<file path="src/rtl/arb_pkg.sv">
// Shared definitions for the four-requester round-robin arbiter.
package arb_pkg;

    localparam int unsigned N_REQ        = 4;
    localparam int unsigned DEF_MAX_HOLD = 8;

    typedef enum logic {
        IDLE  = 1'b0,
        GRANT = 1'b1
    } arb_state_e;

endpackage

</file>
<file path="src/rtl/rr_arbiter4_if.sv">
// Request/grant bundle between the requesters (master) and the arbiter (slave).
interface rr_arbiter4_if;
    import arb_pkg::*;

    logic [N_REQ-1:0] req;
    logic [N_REQ-1:0] gnt;
    logic             gnt_valid;
    logic [1:0]       gnt_id;
    logic             timeout;

    modport master (output req, input gnt, gnt_valid, gnt_id, timeout);
    modport slave  (input req, output gnt, gnt_valid, gnt_id, timeout);
endinterface

</file>
<file path="src/rtl/encoder4x2.sv">
// Lab one-hot to binary encoder; an all-zero input encodes to 0.
module encoder4x2 (
    input  logic [3:0] onehot,
    output logic [1:0] idx
);
    always_comb begin
        idx = '0;
        case (onehot)
            4'b0010: idx = 2'd1;
            4'b0100: idx = 2'd2;
            4'b1000: idx = 2'd3;
            default: idx = 2'd0;
        endcase
    end
endmodule

</file>
<file path="src/rtl/rr_arbiter4.sv">
// Four-requester round-robin arbiter with registered one-hot grant and an
// optional hold limit that forces rotation under contention.
module rr_arbiter4
    import arb_pkg::*;
#(
    parameter int unsigned MAX_HOLD = DEF_MAX_HOLD,
    parameter int unsigned CNT_W    = 4
) (
    input logic            clk,
    input logic            nrst,
    rr_arbiter4_if.slave   bus
);
    // With no limit the counter simply saturates at all-ones and never times out.
    localparam logic [CNT_W-1:0] HOLD_LIM = (MAX_HOLD == 0) ? '1 : CNT_W'(MAX_HOLD - 1);

    arb_state_e       state_q, state_d;
    logic [N_REQ-1:0] gnt_q, gnt_d;
    logic             gnt_valid_q, gnt_valid_d;
    logic             timeout_q, timeout_d;
    logic [1:0]       ptr_q, ptr_d;
    logic [CNT_W-1:0] hold_cnt_q, hold_cnt_d;

    logic [2:0]       pick;
    logic [N_REQ-1:0] win_oh;
    logic             owner_req;
    logic             others_req;
    logic [1:0]       gnt_id;

    // Returns {found, index} of the first requester at or after p.
    function automatic logic [2:0] rr_pick(input logic [N_REQ-1:0] r, input logic [1:0] p);
        logic [1:0] idx;
        logic [2:0] res;
        res = '0;
        for (int unsigned k = 0; k < N_REQ; k++) begin
            idx = p + 2'(k);
            if (!res[2] && r[idx]) res = {1'b1, idx};
        end
        return res;
    endfunction

    always_comb begin
        pick       = rr_pick(bus.req, ptr_q);
        win_oh     = 4'b0001 << pick[1:0];
        owner_req  = |(bus.req & gnt_q);
        others_req = |(bus.req & ~gnt_q);

        state_d     = state_q;
        gnt_d       = gnt_q;
        ptr_d       = ptr_q;
        hold_cnt_d  = hold_cnt_q;
        timeout_d   = 1'b0;

        case (state_q)
            IDLE: begin
                if (pick[2]) begin
                    gnt_d      = win_oh;
                    ptr_d      = pick[1:0] + 2'd1;
                    hold_cnt_d = '0;
                    state_d    = GRANT;
                end
            end
            GRANT: begin
                if (!owner_req) begin
                    // Owner's req is already low, so the pick cannot return it.
                    if (pick[2]) begin
                        gnt_d      = win_oh;
                        ptr_d      = pick[1:0] + 2'd1;
                        hold_cnt_d = '0;
                    end else begin
                        gnt_d      = '0;
                        hold_cnt_d = '0;
                        state_d    = IDLE;
                    end
                end else if ((MAX_HOLD != 0) && (hold_cnt_q == HOLD_LIM) && others_req) begin
                    // ptr already sits at owner+1, so the owner is searched last.
                    gnt_d      = win_oh;
                    ptr_d      = pick[1:0] + 2'd1;
                    hold_cnt_d = '0;
                    timeout_d  = 1'b1;
                end else if (hold_cnt_q != HOLD_LIM) begin
                    hold_cnt_d = hold_cnt_q + 1'b1;
                end
            end
            default: state_d = IDLE;
        endcase

        gnt_valid_d = |gnt_d;
    end

    always_ff @(posedge clk or negedge nrst) begin
        if (!nrst) begin
            state_q     <= IDLE;
            gnt_q       <= '0;
            gnt_valid_q <= 1'b0;
            timeout_q   <= 1'b0;
            ptr_q       <= '0;
            hold_cnt_q  <= '0;
        end else begin
            state_q     <= state_d;
            gnt_q       <= gnt_d;
            gnt_valid_q <= gnt_valid_d;
            timeout_q   <= timeout_d;
            ptr_q       <= ptr_d;
            hold_cnt_q  <= hold_cnt_d;
        end
    end

    encoder4x2 u_enc (
        .onehot (gnt_q),
        .idx    (gnt_id)
    );

    assign bus.gnt       = gnt_q;
    assign bus.gnt_valid = gnt_valid_q;
    assign bus.gnt_id    = gnt_id;
    assign bus.timeout   = timeout_q;
endmodule

</file>
<file path="src/flat_wrapper.sv">
// flat-port wrapper written by rule: the top's interface ports become plain ports
module rr_arbiter4_flat import arb_pkg::*;
#(
    parameter int unsigned MAX_HOLD = DEF_MAX_HOLD,
    parameter int unsigned CNT_W    = 4
)
  (clk, nrst, bus_req, bus_gnt, bus_gnt_valid, bus_gnt_id, bus_timeout);
  rr_arbiter4_if bus_i ();
  input logic clk;
  input logic nrst;
  input wire logic [$bits(bus_i.req)-1:0] bus_req;
  output wire logic [$bits(bus_i.gnt)-1:0] bus_gnt;
  output wire logic [$bits(bus_i.gnt_valid)-1:0] bus_gnt_valid;
  output wire logic [$bits(bus_i.gnt_id)-1:0] bus_gnt_id;
  output wire logic [$bits(bus_i.timeout)-1:0] bus_timeout;
  assign bus_i.req = bus_req;
  assign bus_gnt = bus_i.gnt;
  assign bus_gnt_valid = bus_i.gnt_valid;
  assign bus_gnt_id = bus_i.gnt_id;
  assign bus_timeout = bus_i.timeout;
  rr_arbiter4 #(.MAX_HOLD(MAX_HOLD), .CNT_W(CNT_W)) u_core (.clk(clk), .nrst(nrst), .bus(bus_i));
endmodule
</file>
<file path="config.mk">
export PLATFORM = sky130hd
export DESIGN_NAME = rr_arbiter4_flat
export DESIGN_NICKNAME = d
export VERILOG_FILES = /design/src/rtl/arb_pkg.sv /design/src/rtl/rr_arbiter4_if.sv /design/src/rtl/encoder4x2.sv /design/src/rtl/rr_arbiter4.sv /design/src/flat_wrapper.sv
export SDC_FILE = /design/constraint.sdc
export NUM_CORES = 1
export LEC_CHECK = 0
export ABC_AREA = 0
export CAP_MARGIN = 10
export CORE_MARGIN = 3
export CORE_UTILIZATION = 46
export DETAILED_ROUTE_END_ITERATION = 10
export GPL_ROUTABILITY_DRIVEN = 0
export GPL_TIMING_DRIVEN = 0
export PLACE_DENSITY = 0.71
export SETUP_SLACK_MARGIN = 0.05
export SYNTH_ARGS = -nofsm -noshare
export SYNTH_HDL_FRONTEND = slang
export SYNTH_HIERARCHICAL = 1
export SYNTH_SLANG_ARGS = --single-unit
export TNS_END_PERCENT = 1
</file>
<file path="constraint.sdc">
create_clock -name clk -period 2.2 [get_ports clk]
set_clock_uncertainty 0.1 [all_clocks]
set_input_delay 0.44 -clock clk [delete_from_list [all_inputs] [get_ports clk]]
set_output_delay 0.44 -clock clk [all_outputs]
set_load 0.01 [all_outputs]
</file>
==> results.toml <==
[synthesis]
synth_compound_area_share_pct = 24.12
postSynth.topFlopCell = "dfrtp_1"
synth-simple-area-share_pct = 19.54
synthArstFlopShare_pct = 100.0
synthXorXnorAreaFrac_pct = 2.137
synth_top_family_by_area = "compound AO/OA/AOI/OAI gates"
synth_edf_count = 0
synth_fa_ha_area_share_pct = 7.634
syn_avg_cell_area_um2 = 10.51
syn_nets = 89
syn_inst = 78
yosys-mux-area-fraction_pct = 4.122
netlist_area_um2 = 819.5
ys.warnings.count = 6
ys_seq_elements = 13
synth-seq-area-share_pct = 39.69
synth_cell_type_count = 31

[power]
power_density_mw_per_mm2 = 1230
ir_drop_mv = 0.7333
p_leak_nw = 0.4630
finalPower_w = 0.001333

[final_layout]
fin_util_pct = 67.97
nFillCells = 124
nNetsFinal = 110
n_antenna_cell = 0
drive_gt1_share_pct = 35.71
final_cell_mix = "clkdlybuf4s50_1, dfrtp_1, a22o_1, nand2_1"
synthToLayoutAreaGrowth_pct = 32.21
stdcell_count = 122

[status]
status = "finished, final reports clean"

[worst_setup_path]
cp_slowest_cell = "or4_1"
setup.worst_path.start = "u_core/ptr_q[1]"
critical_path_required_ns = 2.27
crit_path_end_kind = "register"
path_class = "register to register"
cpPeakStageDelay_ns = 0.47
r2r-start = "u_core/ptr_q[1]"
crit_path_start_kind = "register"
critPathMaxFanout = 6
crit_chain = "nand2b_4 -> a21oi_2 -> a31oi_2 -> o21ai_4 -> buf_6 -> ha_4 -> or4_1 -> a22o_1"
arrival_ns = 2.19

[sta]
rsz0062_at_grt = "true"
final_max_slew_viol_count = 0
maxSlewHeadroom_pct = 61.24
fin_crit_ns = 2.127
worstMarginPinSlew_ns = 0.5796
fmax_mhz = 470.1
post-route-period-util_pct = 96.69
finalHoldViolations = 0
tns_ns = 0
setup_viol = 0

[drt]
wire_per_inst_um = 14.25
routed_wl_um = 1739
first_pass_iters = 4
dr.first_iter.drc_count = 26
vias_per_cell = 5.541
num_vias = 676
ant_nets = 0
drcViolationCount = 0

[grt]
grt_antenna_before_repair = 0
gr-total-overflow = 0
grt_pass1_vias = 595
grt_usage_pct = 16.25
grt_start_max_net_pins = 14
grt_pass1_wl_um = 2635

[die]
row_count = 14
initial_core_util_pct = 51.41
dieArea_mm2 = 0.002324
coreArea_mm2 = 0.001594
ios = 14
die_y_um = 48.21
die_w_um = 48.21

[clock_tree]
cts.sinks = 13
cts_tree = "done"
clock_latency_ns = 0.27
htreeDepth = 1
numCtsBuffers = 3
cts_buffer_depth = 2
postCtsHoldBufs = 0
root_buffer = "clkbuf_4"
path_clk_slew_ns = 0.08

[placement]
dp_hpwl_um = 1188
port_buffers = 13
dp_cells = 115

[flow_run]
cap_violations = 0

[worst_hold_path]
hp-class = "input pin to asynchronous set/reset pin"
## layout make-up
type | count | area, um^2 | area share [%]
Multi-Input combinational cell | 59 | 530.5 | 48.96
Sequential cell | 13 | 330.3 | 30.48
Timing Repair Buffer | 16 | 143.9 | 13.28
Tap cell | 24 | 30.03 | 2.771
Clock buffer | 4 | 26.28 | 2.425
Inverter | 6 | 22.52 | 2.079
## cell families (layout without fill, tap and decap cells)
| kind of cell | Yosys count | count (layout) |
|---|---|---|
| and+or+nand+nor | 25 | 25 |
| DFF | 13 | 13 |
| xor gates and xnor gates | 2 | 2 |
| adders and majority gates | 5 | 5 |
| buffers and inverters | 6 | 26 |
| muxes | 3 | 3 |
| AOI/OAI and AO/OA | 24 | 24 |
## flip-flops by register name, summed over array words and instances (netlist names)
name                  cells
u_core/bus.timeout        1
u_core/state_q            1
u_core/bus.gnt_valid      1
u_core/ptr_q              2
u_core/bus.gnt            4
u_core/hold_cnt_q         4
## routing by layer
layer	global-route usage [%]	vias to the layer above	wire length (um)
li1	-	331	-
met1	22.40	333	820
met2	24.74	10	857
met3	3.321	2	45
met4	6.452	0	16
met5	0	-	0
## stage by stage
stage,area (um^2),hold WS (ns),setup slack [ns]
4_1_cts,1013,0.4305,0.05988
6_report,1084,0.4328,0.07276
3_3_place_gp,979.7,0.3967,-0.5442
5_1_grt,1084,0.4561,0.001861
3_5_place_dp,979.7,0.4124,-0.6032
2_1_floorplan,819.5,0.04441,0.1073
## worst paths after layout
path,endpoint,slack [ns],depth (start not counted)
worst max-delay path,u_core/bus.gnt_valid,0.07,8
worst min-delay path,u_core/hold_cnt_q[0],0.43,1
worst max register to register,u_core/bus.gnt_valid,0.07,8
worst min register to register,u_core/hold_cnt_q[1],0.44,2
max in group asynchronous,u_core/ptr_q[1],1.16,1
min in group clk,u_core/hold_cnt_q[1],0.44,2
## synth_stat cells (all sizes together) (3+ instances only)
cell | n | area share (%)
a21oi | 3 | 2.3
a22o | 7 | 7.5
dfrtp | 13 | 40
ha | 5 | 7.6
inv | 6 | 2.7
mux2 | 3 | 4.1
nand2 | 6 | 2.7
nand2b | 6 | 5.5
nor2 | 6 | 4.0
o21ai | 4 | 3.8
o31ai | 3 | 2.7
or4 | 3 | 2.7
## where the power goes
group          leakage, nW  switching [W]  internal [W]
logic                0.289       0.000328      0.000411
clock network       0.0150      0.0000773     0.0000702
registers            0.159       0.000121      0.000325
## repair_timing
item | CTS | global route
endpoints found under the setup margin | 2 | 3
buffers inserted | 1 | 2
cloned | 0 | 0
resized for setup | 4 | 26
pin swaps | 2 | 5
## worst max-delay path: cells and delay by family (launching register included)
kind,cells,cell delay (ns)
compound gates,4,0.58
buf+inv,1,0.14
fa+ha+maj,1,0.14
flops,1,0.44
simple gates,2,0.62
No activity file was read; power rests on OpenSTA's default activity.
